File: src/rtl/axi_line_master.sv
// AXI4 burst master moving one cache line per request.
// Fills are INCR read bursts, writebacks INCR write bursts.
module axi_line_master #(
  parameter int AXI_ADDR_WIDTH = 32,
  parameter int AXI_DATA_WIDTH = 64,
  parameter int AXI_ID_WIDTH   = 4,
  parameter int AXI_ID         = 0,
  parameter int LINE_BEATS     = 4
) (
  input  logic                                 M_AXI_ACLK,
  input  logic                                 M_AXI_ARESETN,
  input  logic                                 req_valid,
  output logic                                 req_ready,
  input  logic                                 req_write,
  input  logic [AXI_ADDR_WIDTH-1:0]            req_addr,
  input  logic [LINE_BEATS*AXI_DATA_WIDTH-1:0] req_wdata,
  output logic                                 resp_valid,
  input  logic                                 resp_ready,
  output logic                                 resp_write,
  output logic                                 resp_error,
  output logic [LINE_BEATS*AXI_DATA_WIDTH-1:0] resp_rdata,
  output logic [AXI_ADDR_WIDTH-1:0]            M_AXI_AWADDR,
  output logic                                 M_AXI_AWVALID,
  output logic [AXI_ID_WIDTH-1:0]              M_AXI_AWID,
  output logic [1:0]                           M_AXI_AWBURST,
  output logic [2:0]                           M_AXI_AWSIZE,
  output logic [7:0]                           M_AXI_AWLEN,
  input  logic                                 M_AXI_AWREADY,
  output logic [AXI_DATA_WIDTH-1:0]            M_AXI_WDATA,
  output logic [AXI_DATA_WIDTH/8-1:0]          M_AXI_WSTRB,
  output logic                                 M_AXI_WVALID,
  output logic                                 M_AXI_WLAST,
  input  logic                                 M_AXI_WREADY,
  input  logic [1:0]                           M_AXI_BRESP,
  input  logic                                 M_AXI_BVALID,
  input  logic [AXI_ID_WIDTH-1:0]              M_AXI_BID,
  output logic                                 M_AXI_BREADY,
  output logic [AXI_ADDR_WIDTH-1:0]            M_AXI_ARADDR,
  output logic                                 M_AXI_ARVALID,
  output logic [AXI_ID_WIDTH-1:0]              M_AXI_ARID,
  output logic [1:0]                           M_AXI_ARBURST,
  output logic [2:0]                           M_AXI_ARSIZE,
  output logic [7:0]                           M_AXI_ARLEN,
  input  logic                                 M_AXI_ARREADY,
  input  logic [AXI_DATA_WIDTH-1:0]            M_AXI_RDATA,
  input  logic [1:0]                           M_AXI_RRESP,
  input  logic                                 M_AXI_RVALID,
  input  logic [AXI_ID_WIDTH-1:0]              M_AXI_RID,
  input  logic                                 M_AXI_RLAST,
  output logic                                 M_AXI_RREADY
);

  localparam int DW = AXI_DATA_WIDTH;
  localparam int LW = LINE_BEATS * DW;
  localparam int LBYTES = LW / 8;
  localparam int CW = (LINE_BEATS > 1) ? $clog2(LINE_BEATS) : 1;
  localparam logic [CW-1:0] LAST = CW'(LINE_BEATS - 1);
  localparam logic [AXI_ADDR_WIDTH-1:0] AMASK =
    ~(AXI_ADDR_WIDTH'(LBYTES - 1));
  localparam logic [AXI_ID_WIDTH-1:0] ID = AXI_ID_WIDTH'(AXI_ID);

  typedef enum logic [2:0] {
    IDLE, WR_BURST, WR_RESP, RD_ADDR, RD_DATA, RESP
  } state_e;

  state_e                    state_q;
  logic [AXI_ADDR_WIDTH-1:0] addr_q;
  logic [LW-1:0]             wline_q;
  logic [LW-1:0]             rline_q;
  logic [CW-1:0]             cnt_q;
  logic                      wr_q;
  logic                      err_q;
  logic                      awvalid_q;
  logic                      wvalid_q;
  logic                      bready_q;
  logic                      arvalid_q;
  logic                      rready_q;
  logic                      rsp_q;
  logic [DW-1:0]             wbeat;
  logic                      last;
  logic                      aw_fin;
  logic                      w_fin;
  logic                      b_bad;
  logic                      r_bad;

  assign last   = (cnt_q == LAST);
  assign aw_fin = !awvalid_q || M_AXI_AWREADY;
  assign w_fin  = !wvalid_q || (M_AXI_WREADY && last);
  assign b_bad  = (M_AXI_BRESP >= 2'b10) || (M_AXI_BID != ID);
  assign r_bad  = (M_AXI_RRESP >= 2'b10) || (M_AXI_RID != ID) ||
                  (M_AXI_RLAST != last);

  // Select the write beat addressed by the beat counter.
  always_comb begin
    wbeat = '0;
    for (int i = 0; i < LINE_BEATS; i++) begin
      if (cnt_q == CW'(i)) wbeat = wline_q[i*DW +: DW];
    end
  end

  // Transaction FSM; all handshake outputs are registered here.
  always_ff @(posedge M_AXI_ACLK or negedge M_AXI_ARESETN) begin
    if (!M_AXI_ARESETN) begin
      state_q   <= IDLE;
      addr_q    <= '0;
      wline_q   <= '0;
      rline_q   <= '0;
      cnt_q     <= '0;
      wr_q      <= 1'b0;
      err_q     <= 1'b0;
      awvalid_q <= 1'b0;
      wvalid_q  <= 1'b0;
      bready_q  <= 1'b0;
      arvalid_q <= 1'b0;
      rready_q  <= 1'b0;
      rsp_q     <= 1'b0;
    end else begin
      unique case (state_q)
        IDLE: begin
          if (req_valid) begin
            addr_q  <= req_addr & AMASK;
            wr_q    <= req_write;
            wline_q <= req_wdata;
            cnt_q   <= '0;
            err_q   <= 1'b0;
            if (req_write) begin
              state_q   <= WR_BURST;
              awvalid_q <= 1'b1;
              wvalid_q  <= 1'b1;
            end else begin
              state_q   <= RD_ADDR;
              arvalid_q <= 1'b1;
            end
          end
        end
        WR_BURST: begin
          if (awvalid_q && M_AXI_AWREADY) awvalid_q <= 1'b0;
          if (wvalid_q && M_AXI_WREADY) begin
            if (last) wvalid_q <= 1'b0;
            else cnt_q <= cnt_q + 1'b1;
          end
          if (aw_fin && w_fin) begin
            state_q  <= WR_RESP;
            bready_q <= 1'b1;
          end
        end
        WR_RESP: begin
          if (M_AXI_BVALID) begin
            err_q    <= err_q | b_bad;
            bready_q <= 1'b0;
            rsp_q    <= 1'b1;
            state_q  <= RESP;
          end
        end
        RD_ADDR: begin
          if (M_AXI_ARREADY) begin
            arvalid_q <= 1'b0;
            rready_q  <= 1'b1;
            state_q   <= RD_DATA;
          end
        end
        RD_DATA: begin
          if (M_AXI_RVALID) begin
            for (int i = 0; i < LINE_BEATS; i++) begin
              if (cnt_q == CW'(i)) rline_q[i*DW +: DW] <= M_AXI_RDATA;
            end
            err_q <= err_q | r_bad;
            if (last) begin
              rready_q <= 1'b0;
              rsp_q    <= 1'b1;
              state_q  <= RESP;
            end else begin
              cnt_q <= cnt_q + 1'b1;
            end
          end
        end
        RESP: begin
          if (resp_ready) begin
            rsp_q   <= 1'b0;
            state_q <= IDLE;
          end
        end
        default: state_q <= IDLE;
      endcase
    end
  end

  assign req_ready     = (state_q == IDLE) && M_AXI_ARESETN;
  assign resp_valid    = rsp_q;
  assign resp_write    = wr_q;
  assign resp_error    = err_q;
  assign resp_rdata    = rline_q;
  assign M_AXI_AWADDR  = addr_q;
  assign M_AXI_AWVALID = awvalid_q;
  assign M_AXI_AWID    = ID;
  assign M_AXI_AWBURST = 2'b01;
  assign M_AXI_AWSIZE  = 3'($clog2(DW / 8));
  assign M_AXI_AWLEN   = 8'(LINE_BEATS - 1);
  assign M_AXI_WDATA   = wbeat;
  assign M_AXI_WSTRB   = '1;
  assign M_AXI_WVALID  = wvalid_q;
  assign M_AXI_WLAST   = last;
  assign M_AXI_BREADY  = bready_q;
  assign M_AXI_ARADDR  = addr_q;
  assign M_AXI_ARVALID = arvalid_q;
  assign M_AXI_ARID    = ID;
  assign M_AXI_ARBURST = 2'b01;
  assign M_AXI_ARSIZE  = 3'($clog2(DW / 8));
  assign M_AXI_ARLEN   = 8'(LINE_BEATS - 1);
  assign M_AXI_RREADY  = rready_q;

endmodule

File: config.mk
export PLATFORM = sky130hd
export DESIGN_NAME = axi_line_master
export DESIGN_NICKNAME = d
export VERILOG_FILES = /design/src/rtl/axi_line_master.sv
export SDC_FILE = /design/constraint.sdc
export NUM_CORES = 1
export LEC_CHECK = 0
export CORE_AREA = 2 2 315 317
export CTS_CLUSTER_SIZE = 28
export DETAILED_ROUTE_END_ITERATION = 12
export DIE_AREA = 0 0 317 319
export GPL_TIMING_DRIVEN = 0
export SLEW_MARGIN = 20
export SYNTH_ARGS = -nofsm -noshare
export SYNTH_HDL_FRONTEND = slang
export SYNTH_SLANG_ARGS = --single-unit
File: constraint.sdc
create_clock -name M_AXI_ACLK -period 1.86 [get_ports M_AXI_ACLK]
set_input_delay 0.186 -clock M_AXI_ACLK [delete_from_list [all_inputs] [get_ports M_AXI_ACLK]]
set_output_delay 0.186 -clock M_AXI_ACLK [all_outputs]
set_load 0.02 [all_outputs]
==> results of run 1 <==
==> worst max-delay path: stages, from the launching register on <==
cell and delay [ps]:
dfrtp_1 400, buf_4 150, ha_4 210, clkbuf_4 240, clkbuf_16 240, a221oi_1 340, o31ai_2 90, buf_4 180
==> worst paths after layout <==
path                                       startpoint  slack (ps)  cells past startpoint                           to
max                              cnt_q[1]$_DFFE_PN0P_        -820                      7              M_AXI_WDATA[33]
min                                     M_AXI_ARESETN          50                      2  resp_rdata[125]$_DFFE_PN0P_
max reg2reg                    state_q[2]$_DFFE_PN0P_        -190                      8     wline_q[243]$_DFFE_PN0P_
min reg2reg                resp_rdata[37]$_DFFE_PN0P_         500                      1   resp_rdata[37]$_DFFE_PN0P_
max in group asynchronous               M_AXI_ARESETN          70                      5     wline_q[163]$_DFFE_PN0P_
min in group M_AXI_ACLK                req_wdata[186]         170                      2     wline_q[186]$_DFFE_PN0P_
==> kinds of logic after synthesis <==
kind of cell	after synthesis	synth area share
other cells	2	0.000323
flops	552	0.593
fa+ha+maj	4	0.00215
compound gates	154	0.0520
buf+inv	189	0.0505
mux	543	0.263
xor+xnor	2	0.000753
simple gates	175	0.0382
==> cells in the final DEF (no fill, tap or decap), drive strengths merged, types with 2 or more instances in the layout <==
cell type / netlist / final
clkinvlp: 0 / 3
clkinv: 0 / 8
a31oi: 5 / 5
clkdlybuf4s50: 0 / 684
dfrtp: 552 / 552
nor2: 11 / 11
nor3: 3 / 3
bufinv: 0 / 2
inv: 5 / 8
a221oi: 63 / 63
diode: 0 / 4
a22o: 3 / 3
mux2: 541 / 541
clkbuf: 41 / 160
nand2b: 5 / 5
mux2i: 2 / 2
o31ai: 63 / 63
buf: 143 / 299
a21oi: 6 / 6
or4: 2 / 2
nor2b: 66 / 66
nand2: 79 / 79
o21ai: 6 / 6
ha: 4 / 4
nand3: 2 / 2
a22oi: 2 / 2
conb: 2 / 52
==> through the flow <==
| stage | total power [mW] | area [sq um] | utilization | hold slack [ps] | setup WS, ps |
|---|---|---|---|---|---|
| floorplan | 39.9 | 24100 | - | -110 | -103 |
| finish | 79.5 | 40000 | 0.410 | 52.8 | -815 |
| global route | 83.0 | 40000 | 0.410 | 53.0 | -924 |
| detailed placement | 57.3 | 33400 | 0.342 | 105 | -1980 |
| global placement | 57.0 | 33200 | 0.340 | 468 | -26190 |
| CTS | 77.8 | 38700 | 0.396 | 16.6 | -903 |
==> state kept, by name, indices dropped and copies added (netlist names) <==
register       cells
M_AXI_ARADDR      27
M_AXI_ARVALID      1
M_AXI_AWVALID      1
M_AXI_BREADY       1
M_AXI_RREADY       1
M_AXI_WVALID       1
cnt_q              2
resp_error         1
resp_rdata       256
resp_valid         1
resp_write         1
state_q            3
wline_q          256
==> area by class of cell <==
class | instances | area share
Clock buffer | 99 | 0.0487
Buffer | 173 | 0.0538
Sequential cell | 552 | 0.345
Tap cell | 1287 | 0.0402
Antenna cell | 4 | 0.000250
Clock inverter | 16 | 0.00428
Timing Repair Buffer | 873 | 0.240
Inverter | 5 | 0.000531
Multi-Input combinational cell | 930 | 0.267
==> layer usage <==
layer | vias to the layer above | part of all wire
met3 | 117 | 0.072
li1 | 7697 | -
met4 | 8 | 0.022
met2 | 660 | 0.50
met1 | 9078 | 0.41
met5 | - | 0.00042
==> synth_stat cells, types with 5 or more instances <==
library cell / count / area, sq um
clkbuf_1: 41 / 154
buf_2: 30 / 150
nor2_1: 11 / 41.3
buf_4: 106 / 796
nand2b_1: 5 / 31.3
a221oi_1: 63 / 552
o31ai_1: 63 / 473
nor2b_1: 66 / 413
dfrtp_1: 552 / 13800
inv_1: 5 / 18.8
nand2_1: 76 / 285
a31oi_1: 5 / 31.3
mux2_1: 20 / 225
mux2_2: 521 / 5870
a21oi_1: 6 / 30.0
o21ai_0: 6 / 30.0
==> where the power goes <==
part | leakage, nW | switching (mW) | internal (mW) | total [mW]
logic | 9.43 | 20.9 | 23.9 | 44.7
registers | 6.75 | 3.88 | 18.0 | 21.9
clock network | 1.03 | 5.38 | 7.55 | 12.9
total | 17.2 | 30.1 | 49.4 | 79.5
==> timing repair <==
action / in CTS / in global routing
buffers inserted: 50 / 33
endpoints found under the setup margin: 705 / 896
pin swaps: 17 / 15
resized for setup: 805 / 301
endpoints found under the hold margin: 199 / 0
hold buffers: 1 / 0
cloned: 29 / 15
==> metrics.txt, run 1 <==
status=complete, but fails checks; failing checks=negative setup slack; global-route wire length before repair=139 mm; final worst-path cycle share=1.44; Final Skew=21.3 ps; top_reg_cell synth=dfrtp_1; Post-DP HPWL=69.6 mm; sequential area share after synthesis=0.593; vias post-DR=17600; routed vias/inst=approximately 4.5; core box area=a little under 0.1 sq mm; fillcell total=just over 9000; syn_area_per_cell=14.4 sq um; Clock transition at path regs=60 ps; layout cells sized above 1=0.434; setup tns final=-76830 ps; CTS HTree Levels=3; CP Capture Type=output pin; max-slew violation count=0; die area=between 0.1 and 0.15 sq mm; Multi-input gate area=0.0107 sq mm; final cell count without fillers=3939; initial DRC count=1033; Critical Path Start Type=register; grt total ovfl=0; RSZ-0062 raised after global routing=yes; met3 usage=0.0527; Final Setup Violations=472; Syn Inst Count=1621; Storage cell area=0.0138 sq mm; synth unique cells=42; Rel. slew slack=0.642; Clock Latency Late Sink=roughly 640 ps; GRT Total Usage=0.192; Root Driver=clkbuf_16; GRT met1 Usage=0.236; vias in the first global route=18600; met2 usage=0.328; placer congestion estimate=just over 0.8; Post-synth EDFFs=0; Die Wd=~320 um; fraction of registers with async set/reset=1.00; Clock Path Buffers=3; Req. time, crit path=1670 ps; Synth Register Bits=approximately 550; drt first pass iters=5; setup ws final=-815 ps; Top Usage Layer GRT=met2; synthesized area=~0.023 sq mm; Slew @ Worst Pin=535 ps; nets@finish=2982; floorplan row count=115; Tmin final=2680 ps; min-delay worst type=input port to async pin; VDD IR max=approximately 0.9 mV; cell total after placement=3715; DRC errors left=0; FMAX=between 0.3 and 0.4 GHz; Routed WL=102 mm; max cap viols=0; Leak=~17 nW; total CTS buffers=68; kind of critical path=register to output pin; Area Overhead vs Synth=72.0%; die height=roughly 320 um; PortBufs=roughly 750; # clock sinks=552; critical path arrival=2490 ps; I/O Pins=811; number of synthesis warnings=0; CTS tree=done; largest net degree at the start of global routing=92; CP Max Fanout=10; final hold violations=0; pwr dens=1990 mW/mm^2; initial core utilization=0.238; average routed wire per standard cell=about 26 um; post-route ant nets=0; initial antenna violation count=13
(Power assumes the default switching activity.)
==> run 2: changes to the inputs <==
--- a/config.mk
+++ b/config.mk
@@ -10,6 +10,7 @@
 export DETAILED_ROUTE_END_ITERATION = 12
 export DIE_AREA = 0 0 317 319
 export GPL_TIMING_DRIVEN = 0
+export REMOVE_ABC_BUFFERS = 1
 export SLEW_MARGIN = 20
 export SYNTH_ARGS = -nofsm -noshare
 export SYNTH_HDL_FRONTEND = slang
==> metrics.txt, run 2 (synthesis results as in run 1) <==
status=complete, but fails checks (unchanged); failing checks=negative hold slack, negative setup slack (was negative setup slack); Tmin final=2800 ps (was 2680 ps); reg2reg start=state_q[0]$_DFFE_PN0P_ (was state_q[2]$_DFFE_PN0P_); drt first pass iters=5 (unchanged); Root Driver=clkbuf_16 (unchanged); final worst-path cycle share=1.51 (was 1.44); setup ws final=-942 ps (was -815 ps); commonest non-fill, non-tap cell in the layout=clkdlybuf4s50_1 (unchanged); critical path arrival=2620 ps (was 2490 ps); PortBufs=751 (unchanged); setup tns final=-160310 ps (was -76830 ps); CTS HTree Levels=3 (unchanged); die area=0.101 sq mm (unchanged); Area after DPL=0.0322 sq mm (was 0.0334 sq mm); critical path launch point=cnt_q[0]$_DFFE_PN0P_ (was cnt_q[1]$_DFFE_PN0P_); Clock transition at path regs=60 ps (about the same); layout cells sized above 1=0.400 (was 0.434); Critical Path Most Common Cell=buf_4 (unchanged); Routed WL=94.3 mm (was 102 mm); CTS tree=done (unchanged); Reg2Reg Setup Slack=-430 ps (was -190 ps); Final Setup Violations=545 (was 472); grt total ovfl=0 (unchanged); DRC errors left=0 (unchanged); Final Skew=17.6 ps (was 21.3 ps); RR Endpoint=wline_q[11]$_DFFE_PN0P_ (was wline_q[243]$_DFFE_PN0P_); GRT Total Usage=0.159 (was 0.192); Die Wd=317 um (unchanged); FMAX=0.357 GHz (was 0.374 GHz); placer congestion estimate=0.791 (was 0.813); # clock sinks=552 (unchanged); cell total after placement=3569 (was 3715); total CTS buffers=66 (was 68); Rel. slew slack=0.524 (was 0.642); VDD IR max=1.17 mV (was 0.891 mV); pwr dens=1960 mW/mm^2 (was 1990 mW/mm^2); Setup WS pre-CTS=-2060 ps (was -1980 ps); initial antenna violation count=16 (was 13); average routed wire per standard cell=24.3 um (was 25.9 um); vias in the first global route=18700 (was 18600); RSZ-0062 raised after global routing=yes (unchanged); Worst Path Buf+Inv=6 (was 4); initial DRC count=696 (was 1033); max cap viols=0 (unchanged); min-delay worst type=input port to async pin (unchanged); end point of the critical path=M_AXI_WDATA[30] (was M_AXI_WDATA[33]); Critical Path Start Type=register (unchanged); die height=319 um (unchanged); kind of critical path=register to output pin (unchanged); final hold violations=188 (was 0); Slew @ Worst Pin=713 ps (was 535 ps); final instance area=0.0385 sq mm (was 0.0400 sq mm); final cell count without fillers=3887 (was 3939); cell count along the critical path=10 (was 7); CP Max Fanout=6 (was 10); commonest non-fill, non-tap cells in the layout=clkdlybuf4s50_1 (684), dfrtp_1 (547), mux2_2 (455), buf_4 (111), clkbuf_16 (89) (was clkdlybuf4s50_1 (684), dfrtp_1 (550), mux2_2 (329), mux2_4 (212), buf_4 (138)); CP Capture Type=output pin (unchanged); routed vias/inst=4.52 (was 4.46); vias post-DR=17600 (about the same); post-route ant nets=0 (unchanged); Post-DP HPWL=56.1 mm (was 69.6 mm); Clock Path Buffers=3 (unchanged); Clock Latency Late Sink=620 ps (was 640 ps); CP delay by family, top=buffers and inverters (unchanged); core box area=0.0977 sq mm (unchanged); nets@finish=2924 (was 2982); cell chain of the critical path=inv_4 > ha_4 > nor2b_4 > buf_12 > buf_16 > buf_4 > buf_8 > a221oi_2 > o31ai_1 > buf_4 (was buf_4 > ha_4 > clkbuf_4 > clkbuf_16 > a221oi_1 > o31ai_2 > buf_4); Hold WS=-105 ps (was 52.8 ps); Leak=16.3 nW (was 17.2 nW); max-slew violation count=0 (unchanged); Area Overhead vs Synth=65.4% (was 72.0%); largest net degree at the start of global routing=103 (was 92); global-route wire length before repair=121 mm (was 139 mm); floorplan row count=115 (unchanged); slowest cell on the critical path=dfrtp_2 (was dfrtp_1); initial core utilization=0.238 (unchanged); Req. time, crit path=1670 ps (about the same); I/O Pins=811 (unchanged); worst r2r path cells=10 (was 8); CP peak stage delay=440 ps (was 400 ps)
==> run 2: cell types whose count changed in the layout (fill, tap and decap cells not counted), moves of 26 or more <==
cell / before / now
o31ai_1: 0 / 37
buf_4: 138 / 111
mux2_4: 212 / 70
o31ai_4: 38 / 10
mux2_2: 329 / 455
buf_6: 68 / 42
==> run 2: cell type report <==
class / instances / area [sq um]
Fill cell: 9070 / 59200
Sequential cell: 552 / 13800
Timing Repair Buffer: 984 / 11100
Multi-Input combinational cell: 936 / 9710
Clock buffer: 101 / 1980
Tap cell: 1287 / 1610
Clock inverter: 18 / 210
Inverter: 5 / 23.8
Antenna cell: 4 / 10.0
==> run 2: worst min-delay path by stage <==
stage	to	slack [ps]	cells after the start
2_1_floorplan	M_AXI_ARADDR[10]$_DFFE_PN0P_	-110	0
3_3_place_gp	wline_q[178]$_DFFE_PN0P_	470	1
3_5_place_dp	wline_q[56]$_DFFE_PN0P_	130	1
4_1_cts	wline_q[241]$_DFFE_PN0P_	-130	5
5_1_grt	resp_rdata[91]$_DFFE_PN0P_	-110	5
6_report	wline_q[241]$_DFFE_PN0P_	-110	5
==> run 2: what timing repair did <==
item                                    CTS  global route
pin swaps                                26            30
endpoints found under the setup margin  673           633
resized for setup                       578           177
hold buffers                              6             1
buffers inserted                         82            54
cloned                                   20            41
endpoints found under the hold margin   298           205
==> run 2: power by group <==
part	internal [mW]	switching, mW
clock network	7.78	5.26
registers	18.0	3.85
logic	21.4	19.2
==> run 2: stage by stage <==
stage                     utilization  total power [mW]
after floorplan                     -              32.6
after global placement          0.322              40.6
after detailed placement        0.330              54.1
after CTS                       0.374              72.6
after global routing            0.394              79.0
final                           0.394              75.5
==> run 2: per-layer routing <==
metal / wire length, um / share of wire / GRT usage
met3: 8250 / 0.087 / 0.0600
met5: 95 / 0.0010 / 0
met1: 35400 / 0.38 / 0.176
met2: 46600 / 0.49 / 0.271
met4: 3960 / 0.042 / 0.0682
==> run 2: worst min-delay path, stage by stage <==
cell	delay (ps)
buf_12	80
buf_16	100
buf_16	100
buf_16	140
buf_16	310
==> run 3: changes to the inputs <==
--- a/config.mk
+++ b/config.mk
@@ -9,9 +9,10 @@
 export CTS_CLUSTER_SIZE = 28
 export DETAILED_ROUTE_END_ITERATION = 12
 export DIE_AREA = 0 0 317 319
+export GPL_ROUTABILITY_DRIVEN = 0
 export GPL_TIMING_DRIVEN = 0
 export REMOVE_ABC_BUFFERS = 1
-export SLEW_MARGIN = 20
+export SLEW_MARGIN = 5
 export SYNTH_ARGS = -nofsm -noshare
 export SYNTH_HDL_FRONTEND = slang
 export SYNTH_SLANG_ARGS = --single-unit
==> metrics.txt, run 3 (synthesis results as in run 1) <==
status=complete, but fails checks (unchanged); failing checks=negative hold slack, negative setup slack (unchanged); pwr dens=1970 mW/mm^2 (was 1960 mW/mm^2); largest net degree at the start of global routing=108 (was 103); routed vias/inst=4.51 (was 4.52); VDD IR max=1.15 mV (was 1.17 mV); cell total after placement=3563 (was 3569); nets@finish=2939 (was 2924); GRT met1 Usage=0.189 (was 0.176); DRC errors left=0 (unchanged); average routed wire per standard cell=25.0 um (was 24.3 um); Die Wd=317 um (unchanged); CTS HTree Levels=3 (unchanged); vias post-DR=17600 (about the same); die height=319 um (unchanged); commonest non-fill, non-tap cell in the layout=clkdlybuf4s50_1 (unchanged); Root Driver=clkbuf_16 (unchanged); Routed WL=97.5 mm (was 94.3 mm); Slew @ Worst Pin=595 ps (was 713 ps); critical path arrival=2590 ps (was 2620 ps); fillcell total=8893 (was 9070); initial DRC count=772 (was 696); floorplan row count=115 (unchanged); grt total ovfl=0 (unchanged); PortBufs=751 (unchanged); RSZ-0062 raised after global routing=yes (unchanged); Clock Path Buffers=3 (unchanged); Area Overhead vs Synth=69.0% (was 65.4%); Req. time, crit path=1670 ps (about the same); FMAX=0.361 GHz (was 0.357 GHz); setup ws final=-911 ps (was -942 ps); max cap viols=0 (unchanged); Hold WS=-118 ps (was -105 ps); drt first pass iters=5 (unchanged); max-slew violation count=0 (unchanged); Reg2Reg Setup Slack=-580 ps (was -430 ps); die area=0.101 sq mm (unchanged); Top Usage Layer GRT=met2 (unchanged); initial core utilization=0.238 (unchanged); I/O Pins=811 (unchanged); final worst-path cycle share=1.49 (was 1.51); Clock Latency Late Sink=610 ps (was 620 ps); CP Max Fanout=7 (was 6); RR Endpoint=resp_rdata[169]$_DFFE_PN0P_ (was wline_q[11]$_DFFE_PN0P_); met2 usage=0.276 (was 0.271); # clock sinks=552 (unchanged); Final Setup Violations=557 (was 545); Rel. slew slack=0.603 (was 0.524); kind of critical path=register to output pin (unchanged); layout cells sized above 1=0.407 (was 0.400); Critical Path Start Type=register (unchanged); global-route wire length before repair=125 mm (was 121 mm); Final Skew=28.6 ps (was 17.6 ps); Hold-fix buffers, CTS=6 (unchanged); core box area=0.0977 sq mm (unchanged); worst r2r path cells=11 (was 10); commonest non-fill, non-tap cells in the layout=clkdlybuf4s50_1 (684), dfrtp_1 (547), mux2_2 (332), mux2_4 (199), buf_4 (121) (was clkdlybuf4s50_1 (684), dfrtp_1 (547), mux2_2 (455), buf_4 (111), clkbuf_16 (89)); Post-DP HPWL=55.9 mm (was 56.1 mm); Tmin final=2770 ps (was 2800 ps); post-route ant nets=0 (unchanged); CTS tree=done (unchanged); min-delay worst type=input port to async pin (unchanged); final cell count without fillers=3900 (was 3887); total CTS buffers=67 (was 66); Leak=17.0 nW (was 16.3 nW); met3 usage=0.0600 (about the same); vias in the first global route=18600 (was 18700); GRT Total Usage=0.166 (was 0.159); final hold violations=209 (was 188); CP Capture Type=output pin (unchanged); Clock transition at path regs=60 ps (about the same); total power=77.5 mW (was 75.5 mW); initial antenna violation count=11 (was 16); reg2reg start=cnt_q[0]$_DFFE_PN0P_ (was state_q[0]$_DFFE_PN0P_)
run 3: repair_timing:
action / 4_1_cts / 5_1_grt
setup endpoints to repair: 654 / 680
pin swaps: 13 / 37
cloned: 20 / 39
endpoints found under the hold margin: 293 / 211
gates resized for setup: 565 / 310
setup buffers: 73 / 83
run 3: cell type report:
| cell class | instances | area (sq um) | area share |
|---|---|---|---|
| flip-flops and latches | 552 | 13800 | 0.351 |
| repair buffers | 1000 | 11400 | 0.291 |
| multi-input cells | 934 | 10100 | 0.258 |
| clock buffers | 95 | 1970 | 0.0502 |
| well taps | 1287 | 1610 | 0.0409 |
| clock inverters | 22 | 295 | 0.00751 |
| inverters | 5 | 23.8 | 0.000604 |
| diodes | 5 | 12.5 | 0.000318 |
run 3: worst max-delay path by stage:
stage | start | to | cells past startpoint
floorplan | state_q[0]$_DFFE_PN0P_ | M_AXI_ARADDR[10]$_DFFE_PN0P_ | 2
global placement | req_valid | wline_q[214]$_DFFE_PN0P_ | 3
detailed placement | cnt_q[0]$_DFFE_PN0P_ | M_AXI_WDATA[43] | 8
CTS | cnt_q[0]$_DFFE_PN0P_ | M_AXI_WDATA[43] | 9
global route | cnt_q[0]$_DFFE_PN0P_ | M_AXI_WDATA[17] | 10
finish | cnt_q[1]$_DFFE_PN0P_ | M_AXI_WDATA[5] | 10
run 3: stage by stage:
| step | area [sq um] | utilization | TNS, ps | worst slack (ps) |
|---|---|---|---|---|
| 2_1_floorplan | 22300 | - | -5262290 | -15850 |
| 5_1_grt | 39300 | 0.403 | -246460 | -1020 |
| 6_report | 39300 | 0.403 | -201680 | -911 |
| 4_1_cts | 36500 | 0.374 | -268380 | -950 |
| 3_3_place_gp | 31400 | 0.322 | - | -24240 |
| 3_5_place_dp | 32200 | 0.330 | -451840 | -1690 |
run 3: metal layers:
metal	up-vias	share of wire
met5	-	0.00056
met4	8	0.044
met3	172	0.082
met2	746	0.49
met1	9056	0.38
li1	7591	-
run 3: critical path, cell delays in order, from the launching register on:
cell	delay, ps
dfrtp_2	440
inv_4	90
ha_4	210
nor2b_4	60
buf_12	140
buf_16	150
buf_12	150
buf_16	140
a221oi_1	280
o31ai_1	110
buf_4	170
run 3: power by group:
group	internal, mW	leakage (nW)	switching, mW	total (mW)
Sequential	18.0	6.74	4.00	22.0
Combinational	22.5	9.14	19.6	42.1
Clock	8.12	1.11	5.29	13.4
Total	48.6	17.0	28.9	77.5
